<file path="config.mk">
export PLATFORM = sky130hd
export DESIGN_NAME = paralelo_serial_tx
export DESIGN_NICKNAME = d
export VERILOG_FILES = /design/src/rtl/paralelo_serial_pkg.sv /design/src/rtl/paralelo_serial_tx_sym_shifter.sv /design/src/rtl/paralelo_serial_tx.sv
export SDC_FILE = /design/constraint.sdc
export NUM_CORES = 1
export LEC_CHECK = 0
export ABC_AREA = 1
export BUFFER_PORTS_ARGS = -buffer_cell sky130_fd_sc_hd__clkbuf_2
export CORE_UTILIZATION = 45
export CTS_BUF_LIST = sky130_fd_sc_hd__clkbuf_2 sky130_fd_sc_hd__clkbuf_4 sky130_fd_sc_hd__clkbuf_8
export CTS_CLUSTER_DIAMETER = 40
export DETAILED_ROUTE_END_ITERATION = 16
export PLACE_DENSITY = 0.75
export SLEW_MARGIN = 20
export SYNTH_ARGS = -nofsm -noshare
export SYNTH_HDL_FRONTEND = slang
export SYNTH_HIERARCHICAL = 1
export SYNTH_SLANG_ARGS = --single-unit
</file>
<file path="constraint.sdc">
create_clock -name clk_32f -period 2.19 [get_ports clk_32f]
set_clock_uncertainty 0.15 [all_clocks]
set_input_delay 0.1095 -clock clk_32f [delete_from_list [all_inputs] [get_ports clk_32f]]
set_output_delay 0.1095 -clock clk_32f [all_outputs]
set_load 0.005 [all_outputs]
</file>
<file path="src/rtl/paralelo_serial_pkg.sv">
// Shared definitions for the serial link transmitter and receiver:
// comma symbol, default training length and link state encoding.
package paralelo_serial_pkg;

  localparam int unsigned SYM_W      = 8;
  localparam int unsigned BIT_CNT_W  = $clog2(SYM_W);
  localparam logic [7:0]  COMMA_SYM  = 8'hBC;
  localparam int unsigned N_SYNC_DEF = 4;

  typedef enum logic {
    TRAIN  = 1'b0,
    ACTIVE = 1'b1
  } link_state_e;

  // True when a symbol equals the comma (receiver treats it as idle)
  function automatic logic is_comma(input logic [SYM_W-1:0] sym,
                                    input logic [SYM_W-1:0] comma);
    return sym == comma;
  endfunction

endpackage

</file>
<file path="src/rtl/paralelo_serial_tx_sym_shifter.sv">
// Symbol shifter: free-running bit counter plus load/shift register.
// Loads sym_c on the boundary edge (bit_cnt==7), otherwise shifts left MSB-first.
module paralelo_serial_tx_sym_shifter
  import paralelo_serial_pkg::*;
(
  input  logic             clk_32f,
  input  logic             reset,
  input  logic [SYM_W-1:0] sym_c,
  output logic             boundary_c,
  output logic             data_out
);

  logic [BIT_CNT_W-1:0] bit_cnt;
  logic [SYM_W-1:0]     shreg;

  assign boundary_c = (bit_cnt == BIT_CNT_W'(SYM_W - 1));
  assign data_out   = shreg[SYM_W-1];

  // Reset parks the counter on the boundary so the first edge loads a symbol
  always_ff @(posedge clk_32f or negedge reset) begin
    if (!reset) begin
      bit_cnt <= BIT_CNT_W'(SYM_W - 1);
      shreg   <= '0;
    end else begin
      bit_cnt <= bit_cnt + BIT_CNT_W'(1);
      if (boundary_c) begin
        shreg <= sym_c;
      end else begin
        shreg <= {shreg[SYM_W-2:0], 1'b0};
      end
    end
  end

endmodule

</file>
<file path="src/rtl/paralelo_serial_tx.sv">
// Serial link transmitter: trains the receiver with commas, then sends one
// byte per 8-bit symbol slot (comma fill when idle), MSB first.
module paralelo_serial_tx
  import paralelo_serial_pkg::*;
#(
  parameter logic [7:0]  COMMA  = COMMA_SYM,
  parameter int unsigned N_SYNC = N_SYNC_DEF
) (
  input  logic       clk_32f,
  input  logic       reset,
  input  logic [7:0] data_in,
  input  logic       valid_in,
  input  logic       resync,
  output logic       ready_out,
  output logic       data_out,
  output logic       active_out,
  output logic       comma_err_out
);

  localparam int unsigned       SYNC_W    = $clog2(N_SYNC + 1);
  localparam logic [SYNC_W-1:0] SYNC_DONE = SYNC_W'(N_SYNC);

  link_state_e       state_q, state_d;
  logic [SYNC_W-1:0] sync_cnt_q, sync_cnt_d;
  logic              resync_pend_q, resync_pend_d;
  logic              active_d;
  logic              comma_err_d;
  logic [SYM_W-1:0]  sym_c;
  logic              boundary_c;
  logic              trained_c;
  logic              accept_c;

  paralelo_serial_tx_sym_shifter u_shifter (
    .clk_32f    (clk_32f),
    .reset      (reset),
    .sym_c      (sym_c),
    .boundary_c (boundary_c),
    .data_out   (data_out)
  );

  assign trained_c = (state_q == ACTIVE) || (sync_cnt_q == SYNC_DONE);
  assign ready_out = boundary_c & ~resync_pend_q & ~resync & trained_c;
  assign accept_c  = valid_in & ready_out;

  always_ff @(posedge clk_32f or negedge reset) begin
    if (!reset) begin
      state_q       <= TRAIN;
      sync_cnt_q    <= '0;
      resync_pend_q <= 1'b0;
      active_out    <= 1'b0;
      comma_err_out <= 1'b0;
    end else begin
      state_q       <= state_d;
      sync_cnt_q    <= sync_cnt_d;
      resync_pend_q <= resync_pend_d;
      active_out    <= active_d;
      comma_err_out <= comma_err_d;
    end
  end

  // Next-state and symbol selection; decisions only take effect on boundaries
  always_comb begin
    state_d       = state_q;
    sync_cnt_d    = sync_cnt_q;
    resync_pend_d = resync_pend_q;
    active_d      = active_out;
    comma_err_d   = 1'b0;
    sym_c         = COMMA;

    if (boundary_c) begin
      if (resync_pend_q || resync) begin
        // This boundary's comma is the first of the new training run
        state_d       = TRAIN;
        sync_cnt_d    = SYNC_W'(1);
        resync_pend_d = 1'b0;
        active_d      = 1'b0;
      end else if (trained_c) begin
        state_d  = ACTIVE;
        active_d = 1'b1;
        if (accept_c) begin
          sym_c       = data_in;
          comma_err_d = is_comma(data_in, COMMA);
        end
      end else begin
        sync_cnt_d = sync_cnt_q + SYNC_W'(1);
      end
    end else if (resync) begin
      resync_pend_d = 1'b1;
    end
  end

endmodule

</file>
==> results.md <==
- Status: finished, final reports clean
- I/O pin count: 16
- Relative contribution of the clock network to total power: 33.1%
- Via count: 711
- Switching power of the nets: 0.000116 W
- Routed wirelength normalized by instance count: 10.8 um
- Final hold viol count: 0
- Crit path launch type: flop
- DP HPWL: 1100 um
- Type of the setup path with the least slack: reg2out
- Final instance count without filler cells: 154
- Sw Ratio: 21.6%
- Layout-stage area growth over the synthesis result: 30.6%
- Data arrival time at the worst-slack endpoint: 1.50 ns
- Count of endpoints failing setup in the final report: 0
- Final instance area: 1080 um2
- Count of nets left with antenna violations after detail routing: 0
- Clock buffers created by TritonCTS: 3
- Relative slew slack: 72.4%
- Gp weighted congestion: 0.749
- Root buf cell: clkbuf_4
- Count of max-cap constraint violations: 0
- Final critical path time including I/O delays and setup: 1.76 ns
- Leakage power figure: 0.556 nW
- Fraction of layout instances using a drive strength above 1: 24.8%
- Total instance count after detailed placement: 138
- Length of the first detailed-routing pass in iterations: 4
- Fillers: 148
- Core box area: 1730 um2
- Maximum VDD drop: 0.294 mV
- Cell Int Power: 0.000422 W
- Slowest CP cell: dfstp_2
- Most frequent standard cell in the layout excluding fill and tap cells: nand2_1
- Die outline width: 44.9 um
- Number of register bits inferred by synthesis: 17
- CTS Sinks: 17
- Final cycle utilization of the critical path: 80.4%
- # nets final: 146
- Maximum clock frequency: 568 MHz
- Clock-pin slew on the worst setup and hold paths: 0.09 ns
- R2R Path End: u_shifter/shreg[1]$_DFF_PN0_
- Worst path max stage delay: 0.54 ns
- Start point of the critical path: u_shifter/bit_cnt[0]$_DFF_PN1_
- Largest net degree at the start of global routing: 18
- Final max-slew violation count: 0
- CP Max Fanout: 6
- Total congestion overflow after global routing: 0
- Cell Pwr Density: 499 nW/um2
- Post-synthesis instance area: 827 um2
- Mean post-synth cell area: 8.44 um2
- Data required time of the critical path: 1.93 ns
- Setup slack on the worst flop-to-flop path: 0.62 ns
- Count of routing violations after the opening detailed-route iteration: 25
- Commonest cells after routing, fill and taps aside: nand2_1, clkbuf_2, dfrtp_1
- Worst reg2reg path depth: 8
- GRT Util Overall: 18.5%
- Unique cell type count in the Yosys netlist: 16
- Cells resized by post-CTS repair: 0
- Net Count, Synth: 114
- Clock tree from TritonCTS: built
- Cells along the critical path: ha_1 > ha_1 > inv_2 > nor2_4 > clkbuf_2
- Category of the worst setup path capture point: output pin
- Post-detailed-placement cell area: 930 um2
- Initial antenna violation count: 0
- Drt drc: 0
- Proportion of power drawn by combinational gates: 8.2%
- Crit Reg-Reg Startpoint: u_shifter/bit_cnt[0]$_DFF_PN1_
- Number of levels in the clock H-tree: 1
- Effective utilization at floorplan: 47.9%
- Transition time at the pin with the least slew margin: 0.415 ns
- Antenna diode count: 0
- Number of instances in the synthesized netlist: 98
- # port buffers: 15
- Via/cell ratio: 4.62
- Clock Path Buffers: 2
- Global-route wire length before repair: 2590 um
- Library cell appearing most often on the critical path: ha_1
- Aggregate negative setup slack: 0 ns
- Seq/Total Area, Yosys: 51.9%
- Synth Warn #: 6
- Floorplan die height: 44.9 um
- Floorplan die area: 2010 um2
- Post-CTS setup buffer count: 0
- Vias in the first global route: 643
- Gate family responsible for the most delay along the worst path: flip-flops
- WP buf/inv: 2
- DRT Wirelength: 1660 um
- Sequential cell fraction of total power: 58.7%
- Unrepaired setup endpoints after global routing: no
- Hold WC Path Type: in2async
- Std-Cell Rows: 15
- Final worst hold slack: 0.134 ns
- Clock latency at the later pin of the worst-skew pair: 0.29 ns
-- metrics by stage --
| step | utilization, % | setup WS (ns) | power (W) |
|---|---|---|---|
| after CTS | 63.1 | 0.0901 | 0.000547 |
| after floorplan | - | 0.594 | 0.000330 |
| after global placement | 53.8 | 0.647 | 0.000349 |
| final | 62.5 | 0.430 | 0.000538 |
| after detailed placement | 53.8 | 0.622 | 0.000349 |
| after global routing | 62.5 | 0.313 | 0.000560 |
-- state kept, by name, summed over array words and instances, names as in the netlist --
register / cells
u_shifter/shreg: 8
sync_cnt_q: 3
u_shifter/bit_cnt: 3
comma_err_out: 1
resync_pend_q: 1
state_q: 1
-- power groups by stage --
stage           logic (W)  clock network, W  registers (W)
5_1_grt         0.0000481          0.000196       0.000316
3_5_place_dp    0.0000277                 0       0.000322
6_report        0.0000441          0.000178       0.000316
2_1_floorplan  0.00000770                 0       0.000322
3_3_place_gp    0.0000270                 0       0.000322
4_1_cts         0.0000438          0.000188       0.000316
-- logic make-up (layout without fill, tap and decap cells) --
logic type / Yosys count / in the layout / synth area share (%)
fa+ha+maj: 4 / 4 / 6.05
flops: 17 / 17 / 51.9
buf+inv: 15 / 46 / 7.72
compound gates: 1 / 1 / 0.605
simple gates: 61 / 61 / 33.7
-- cells in the mapped netlist (all sizes together) --
| master | instances | area, um2 |
|---|---|---|
| ha | 4 | 50.1 |
| nand3b | 4 | 30.0 |
| dfrtp | 14 | 350 |
| nor2 | 11 | 58.8 |
| inv | 14 | 52.6 |
| buf | 1 | 11.3 |
| nor3 | 2 | 10.0 |
| nand3 | 4 | 25.0 |
| nand2 | 40 | 155 |
| dfstp | 3 | 78.8 |
| a21oi | 1 | 5.00 |
-- cell type report --
type,count,area (um2),share of cell area (%)
Timing Repair Buffer,28,203,18.8
Sequential cell,17,429,39.7
Tap cell,25,31.3,2.90
Multi-Input combinational cell,66,334,30.9
Inverter,14,52.6,4.87
Clock buffer,4,30.0,2.78
-- worst max-delay path by stage --
| stage | endpoint | slack (ns) | depth (start not counted) |
|---|---|---|---|
| global route | ready_out | 0.31 | 5 |
| finish | ready_out | 0.43 | 5 |
| global placement | u_shifter/shreg[1]$_DFF_PN0_ | 0.65 | 8 |
| floorplan | u_shifter/shreg[1]$_DFF_PN0_ | 0.59 | 8 |
| detailed placement | u_shifter/shreg[1]$_DFF_PN0_ | 0.62 | 8 |
| CTS | comma_err_out$_DFF_PN0_ | 0.09 | 7 |
-- routing by layer --
| layer | GRT usage [%] | vias to the layer above | share of wire, % |
|---|---|---|---|
| li1 | - | 359 | - |
| met1 | 22.7 | 323 | 41 |
| met2 | 32.1 | 24 | 52 |
| met3 | 3.60 | 5 | 4.6 |
| met4 | 7.27 | 0 | 1.7 |
| met5 | 0 | - | 0 |
-- timing repair --
item	4_1_cts	5_1_grt
hold buffers	13	0
endpoints found under the setup margin	0	1
hold endpoints to repair	27	0
Power figures use the tool's default switching activity.
